--- src/rtl/ariane_axi.sv ---
`default_nettype none
// ============================================================================
// Package     : ariane_axi
// Description : AXI4 channel and request/response bundle types shared by the
//               cache subsystem and the memory interconnect.
// Revision    : 1.0 - initial release
// ============================================================================
package ariane_axi;

    localparam int unsigned ID_WIDTH   = 4;
    localparam int unsigned ADDR_WIDTH = 64;
    localparam int unsigned DATA_WIDTH = 64;
    localparam int unsigned USER_WIDTH = 1;

    typedef struct packed {
        logic [ID_WIDTH-1:0]   id;
        logic [ADDR_WIDTH-1:0] addr;
        logic [7:0]            len;
        logic [2:0]            size;
        logic [1:0]            burst;
        logic                  lock;
        logic [3:0]            cache;
        logic [2:0]            prot;
        logic [3:0]            qos;
        logic [3:0]            region;
        logic [5:0]            atop;
        logic [USER_WIDTH-1:0] user;
    } aw_chan_t;

    typedef struct packed {
        logic [ID_WIDTH-1:0]   id;
        logic [ADDR_WIDTH-1:0] addr;
        logic [7:0]            len;
        logic [2:0]            size;
        logic [1:0]            burst;
        logic                  lock;
        logic [3:0]            cache;
        logic [2:0]            prot;
        logic [3:0]            qos;
        logic [3:0]            region;
        logic [USER_WIDTH-1:0] user;
    } ar_chan_t;

    typedef struct packed {
        logic [DATA_WIDTH-1:0]   data;
        logic [DATA_WIDTH/8-1:0] strb;
        logic                    last;
        logic [USER_WIDTH-1:0]   user;
    } w_chan_t;

    typedef struct packed {
        logic [ID_WIDTH-1:0]   id;
        logic [1:0]            resp;
        logic [USER_WIDTH-1:0] user;
    } b_chan_t;

    typedef struct packed {
        logic [ID_WIDTH-1:0]   id;
        logic [DATA_WIDTH-1:0] data;
        logic [1:0]            resp;
        logic                  last;
        logic [USER_WIDTH-1:0] user;
    } r_chan_t;

    typedef struct packed {
        aw_chan_t aw;
        logic     aw_valid;
        w_chan_t  w;
        logic     w_valid;
        logic     b_ready;
        ar_chan_t ar;
        logic     ar_valid;
        logic     r_ready;
    } req_t;

    typedef struct packed {
        logic    aw_ready;
        logic    ar_ready;
        logic    w_ready;
        logic    b_valid;
        b_chan_t b;
        logic    r_valid;
        r_chan_t r;
    } resp_t;

endpackage
`default_nettype wire

--- src/rtl/cache_axi_txn_limiter.sv ---
`default_nettype none
// ============================================================================
// Module      : cache_axi_txn_limiter
// Description : Zero-latency AXI pass-through that caps outstanding read and
//               write bursts, holds W until its AW has been accepted, and can
//               drain all outstanding traffic on request.
// Revision    : 1.0 - initial release
// ============================================================================
module cache_axi_txn_limiter #(
    parameter int unsigned MaxRdTxn = 4,
    parameter int unsigned MaxWrTxn = 4,
    parameter int unsigned CntWidth = 3
) (
    input  logic                  clk_i,
    input  logic                  rst_i,
    input  logic                  drain_i,
    input  ariane_axi::req_t      slv_req_i,
    output ariane_axi::resp_t     slv_resp_o,
    output ariane_axi::req_t      mst_req_o,
    input  ariane_axi::resp_t     mst_resp_i,
    output logic [CntWidth-1:0]   rd_cnt_o,
    output logic [CntWidth-1:0]   wr_cnt_o,
    output logic                  drained_o,
    output logic                  err_o
);

    typedef enum logic [0:0] {
        ST_RUN   = 1'b0,
        ST_DRAIN = 1'b1
    } state_t;

    localparam logic [CntWidth-1:0] C_MAX_RD = CntWidth'(MaxRdTxn);
    localparam logic [CntWidth-1:0] C_MAX_WR = CntWidth'(MaxWrTxn);

    state_t              r_state;
    state_t              w_state_next;
    logic [CntWidth-1:0] r_rd_cnt;
    logic [CntWidth-1:0] r_wr_cnt;
    logic [CntWidth-1:0] r_w_pend;
    logic                r_err;

    logic w_ar_en;
    logic w_aw_en;
    logic w_w_en;
    logic w_ar_hs;
    logic w_aw_hs;
    logic w_w_last_hs;
    logic w_r_last_hs;
    logic w_b_hs;
    logic w_err_set;

    // Saturating up/down step: simultaneous inc and dec cancel, and a
    // decrement at zero is absorbed (it is reported separately as an error).
    function automatic logic [CntWidth-1:0] f_cnt_next(
        input logic [CntWidth-1:0] cnt,
        input logic                inc,
        input logic                dec
    );
        if (inc && !dec) begin
            return cnt + CntWidth'(1);
        end else if (dec && !inc && (cnt != '0)) begin
            return cnt - CntWidth'(1);
        end else begin
            return cnt;
        end
    endfunction

    // Gate enables derive from registered state only, so no comb loop is
    // formed through the ready/valid pairs.
    assign w_ar_en = (r_rd_cnt < C_MAX_RD) && (r_state == ST_RUN);
    assign w_aw_en = (r_wr_cnt < C_MAX_WR) && (r_state == ST_RUN);
    assign w_w_en  = (r_w_pend != '0);

    // Pass everything straight through, then override the gated handshakes.
    always_comb begin
        mst_req_o           = slv_req_i;
        mst_req_o.ar_valid  = slv_req_i.ar_valid & w_ar_en;
        mst_req_o.aw_valid  = slv_req_i.aw_valid & w_aw_en;
        mst_req_o.w_valid   = slv_req_i.w_valid  & w_w_en;
        slv_resp_o          = mst_resp_i;
        slv_resp_o.ar_ready = mst_resp_i.ar_ready & w_ar_en;
        slv_resp_o.aw_ready = mst_resp_i.aw_ready & w_aw_en;
        slv_resp_o.w_ready  = mst_resp_i.w_ready  & w_w_en;
    end

    assign w_ar_hs     = mst_req_o.ar_valid & mst_resp_i.ar_ready;
    assign w_aw_hs     = mst_req_o.aw_valid & mst_resp_i.aw_ready;
    assign w_w_last_hs = mst_req_o.w_valid  & mst_resp_i.w_ready & slv_req_i.w.last;
    assign w_r_last_hs = mst_resp_i.r_valid & slv_req_i.r_ready  & mst_resp_i.r.last;
    assign w_b_hs      = mst_resp_i.b_valid & slv_req_i.b_ready;

    // Any completion with nothing outstanding is a protocol violation.
    assign w_err_set = (w_r_last_hs && (r_rd_cnt == '0))
                     || (w_b_hs      && (r_wr_cnt == '0))
                     || (w_w_last_hs && (r_w_pend == '0));

    // State register.
    always_ff @(posedge clk_i) begin
        if (rst_i) begin
            r_state <= ST_RUN;
        end else begin
            r_state <= w_state_next;
        end
    end

    // Next-state logic: drain_i is a level request in both directions.
    always_comb begin
        w_state_next = r_state;
        case (r_state)
            ST_RUN:   if (drain_i)  w_state_next = ST_DRAIN;
            ST_DRAIN: if (!drain_i) w_state_next = ST_RUN;
            default:  w_state_next = ST_RUN;
        endcase
    end

    // Outstanding-burst counters and sticky error flag.
    always_ff @(posedge clk_i) begin
        if (rst_i) begin
            r_rd_cnt <= '0;
            r_wr_cnt <= '0;
            r_w_pend <= '0;
            r_err    <= 1'b0;
        end else begin
            r_rd_cnt <= f_cnt_next(r_rd_cnt, w_ar_hs, w_r_last_hs);
            r_wr_cnt <= f_cnt_next(r_wr_cnt, w_aw_hs, w_b_hs);
            r_w_pend <= f_cnt_next(r_w_pend, w_aw_hs, w_w_last_hs);
            r_err    <= r_err | w_err_set;
        end
    end

    assign rd_cnt_o  = r_rd_cnt;
    assign wr_cnt_o  = r_wr_cnt;
    assign err_o     = r_err;
    assign drained_o = (r_state == ST_DRAIN) && (r_rd_cnt == '0)
                     && (r_wr_cnt == '0) && (r_w_pend == '0);

endmodule
`default_nettype wire

--- config.mk ---
export PLATFORM = sky130hd
export DESIGN_NAME = cache_axi_txn_limiter
export DESIGN_NICKNAME = d
export VERILOG_FILES = /design/src/rtl/ariane_axi.sv /design/src/rtl/cache_axi_txn_limiter.sv
export SDC_FILE = /design/constraint.sdc
export NUM_CORES = 1
export LEC_CHECK = 0
export ABC_AREA = 1
export BUFFER_PORTS_ARGS = -buffer_cell sky130_fd_sc_hd__buf_2
export CORE_AREA = 10 10 281 283
export DETAILED_ROUTE_END_ITERATION = 7
export DIE_AREA = 0 0 291 293
export SLEW_MARGIN = 5
export SYNTH_ARGS = -nofsm -noshare
export SYNTH_HDL_FRONTEND = slang
export SYNTH_SLANG_ARGS = --single-unit
--- constraint.sdc ---
create_clock -name clk_i -period 3.5 [get_ports clk_i]
set_clock_uncertainty 0.05 [all_clocks]
set_input_delay 0.35 -clock clk_i [delete_from_list [all_inputs] [get_ports clk_i]]
set_output_delay 0.35 -clock clk_i [all_outputs]
set_load 0.03 [all_outputs]
==> qor.yml <==
die_area_mm2: 0.0853
antenna_found_initial: 2
areaGrowthSynthToFinish_pct: -36.3
r2r_cells: 9
post-cts-setup-buffers: 0
ir_drop_uv: 304
cts_tree: "built"
place.port_buffers: 34
drt-wirelength-per-cell_um: 31.2
fmax_mhz: 493
power_leakage_nw: 0.526
yosys_warnings: 0
hp-start: "drain_i"
p_total_mw: 0.610
drive_gt1_frac: 0.350
hold_slack_ns: 0.267
holdPathEnd: "r_state$_SDFF_PP0_"
first_pass_iters: 4
slowest_stage: "nor4b_1"
clock_latency_ns: 0.24
die_w_um: 291
synthDistinctLibCells: 20
gr-total-overflow: 0
synth-seq-area-share: 0.0648
track_usage: 0.0766
start_util: 0.0462
syn_avg_cell_area_um2: 7.33
slowest_delay_ns: 0.40
critical_path_class: "reg -> out"
whs_path_depth: 3
setup_viol: 0
r2r_end: "r_w_pend[2]$_SDFFE_PP0P_"
cts_buffer_depth: 2
cts_resized: 0
worst-path-buf-inv: 1
clock_sinks: 11
grt_max_degree: 9
row_count: 100
ctsHtreeMaxLevel: 1
ios: 741
core_area_mm2: 0.0736
final.setup.tns_ns: 0
powerDensity_mw_per_mm2: 281
worst_slew_pin_slew_ns: 0.442
ys_ff_latch: 11
hold_viol: 0
ant_nets: 0
cp.required_ns: 3.10
cp_cell_sequence: "nor2_1 > nand2_1 > nor4b_1 > buf_2"
reg2reg_from: "r_w_pend[0]$_SDFFE_PP0P_"
vias: 1455
status: "finished, final reports clean"
cts_root_buf: "clkbuf_16"
antenna_cells: 0
postCtsHoldBufs: 0
r2r_setup_slack_ns: 1.62
die_h_um: 293
fin_ws_ns: 1.47
vias_per_cell: 1.31
grt_pass1_vias: 1588
dr.first_iter.drc_count: 45
wl_mm: 34.6
dp_slack_ns: 1.63
slew_violations: 0
netlist_area_mm2: 0.00340
cp_max_fo: 4
synth_cells: 464
finalCritPeriodShare: 0.579
place_congestion: 0.662
numCtsBuffers: 3
post-dp-hpwl_mm: 33.1
layout.nets: 515
slew_headroom: 0.708
grt_pass1_wl_mm: 37.7
crit_arrival_ns: 1.63
cap_violations: 0
hold_path.class: "in -> reg"
drc: 0
crit_family: "simple AND/OR/NAND/NOR gates"
clkSlewWorstSetupHoldPaths_ns: 0.04
endpoint_kind: "output port"
rsz0062_at_grt: "no"
period_minus_slack_ns: 2.03
start_kind: "flop"
synth_nets: 835
## sequential cells by signal, indices dropped and copies added (netlist names)
name      flops
r_state       1
err_o         1
wr_cnt_o      3
rd_cnt_o      3
r_w_pend      3
## metrics by stage
stage                     instance area [µm²]  cells  utilization
final                                    2170   1112       0.0295
after global routing                     2170   1112       0.0295
after CTS                                2170   1112       0.0295
after detailed placement                 2090   1108       0.0284
after global placement                   2090   1108       0.0284
after floorplan                          3400    464            -
## worst register-to-register path: stages, from the launching register on
cell	delay (ns)
dfxtp_1	0.34
nor2_1	0.23
nand2_1	0.15
nand3_1	0.14
nand2_2	0.08
fa_1	0.38
inv_1	0.06
nand4_1	0.11
a21oi_1	0.16
nor2_1	0.06
## layout by cell type (no fill, tap or decap), drive strengths merged
| cell | netlist | routed |
|---|---|---|
| nand2 | 21 | 21 |
| buf | 359 | 34 |
| fa | 3 | 3 |
| clkinv | 0 | 1 |
| clkbuf | 0 | 3 |
| nor2 | 23 | 23 |
| nand3b | 1 | 1 |
| nor4b | 1 | 1 |
| nand4 | 2 | 2 |
| a21boi | 1 | 1 |
| nor3 | 3 | 3 |
| o21ai | 4 | 4 |
| a21oi | 5 | 5 |
| nand3 | 10 | 10 |
| dfxtp | 11 | 11 |
| nor3b | 2 | 2 |
| inv | 18 | 18 |
## layout make-up
class,instances,area (µm²)
well taps,969,1210
clock inverters,1,5.00
inverters,18,67.6
clock buffers,3,75.1
fillers,8816,71400
flip-flops and latches,11,220
repair buffers,34,170
multi-input cells,76,417
## worst max path at each step
stage / cells past startpoint / to / slack (ns) / start
after floorplan: 3 / drained_o / 1.36 / rd_cnt_o[0]$_SDFFE_PP0P_
after global placement: 10 / rd_cnt_o[2]$_SDFFE_PP0P_ / 1.66 / mst_resp_i[72]
after detailed placement: 10 / rd_cnt_o[2]$_SDFFE_PP0P_ / 1.63 / mst_resp_i[72]
after CTS: 4 / drained_o / 1.41 / r_w_pend[0]$_SDFFE_PP0P_
after global routing: 4 / drained_o / 1.36 / r_w_pend[0]$_SDFFE_PP0P_
final: 4 / drained_o / 1.47 / r_w_pend[0]$_SDFFE_PP0P_
## cells in the mapped netlist (all sizes together)
cell type,instances,area [µm²]
buf,359,2700
nor2,23,91.3
nand2,21,91.3
inv,18,67.6
dfxtp,11,220
nand3,10,55.1
a21oi,5,32.5
o21ai,4,20.0
fa,3,60.1
nor3,3,15.0
nand4,2,12.5
nor3b,2,15.0
a21boi,1,7.51
nand3b,1,7.51
nor4b,1,8.76
## where the power goes
group	internal [mW]	switching, mW	total (mW)
combinational	0.0613	0.173	0.235
sequential	0.142	0.0214	0.164
clock	0.151	0.0595	0.211
## cell families after synthesis
logic type / Yosys count / synth area share
buffers and inverters: 377 / 0.813
and+or+nand+nor: 63 / 0.0872
DFF: 11 / 0.0648
AOI/OAI and AO/OA: 10 / 0.0177
adders and majority gates: 3 / 0.0177
## routing by layer
layer | vias up | part of all wire | track usage
met1 | 442 | 0.099 | 0.0209
met5 | - | 0.00038 | 0
met4 | 2 | 0.062 | 0.0411
met3 | 168 | 0.40 | 0.146
li1 | 409 | - | -
met2 | 434 | 0.44 | 0.119
Note: power is estimated with default switching activity, not from simulation.
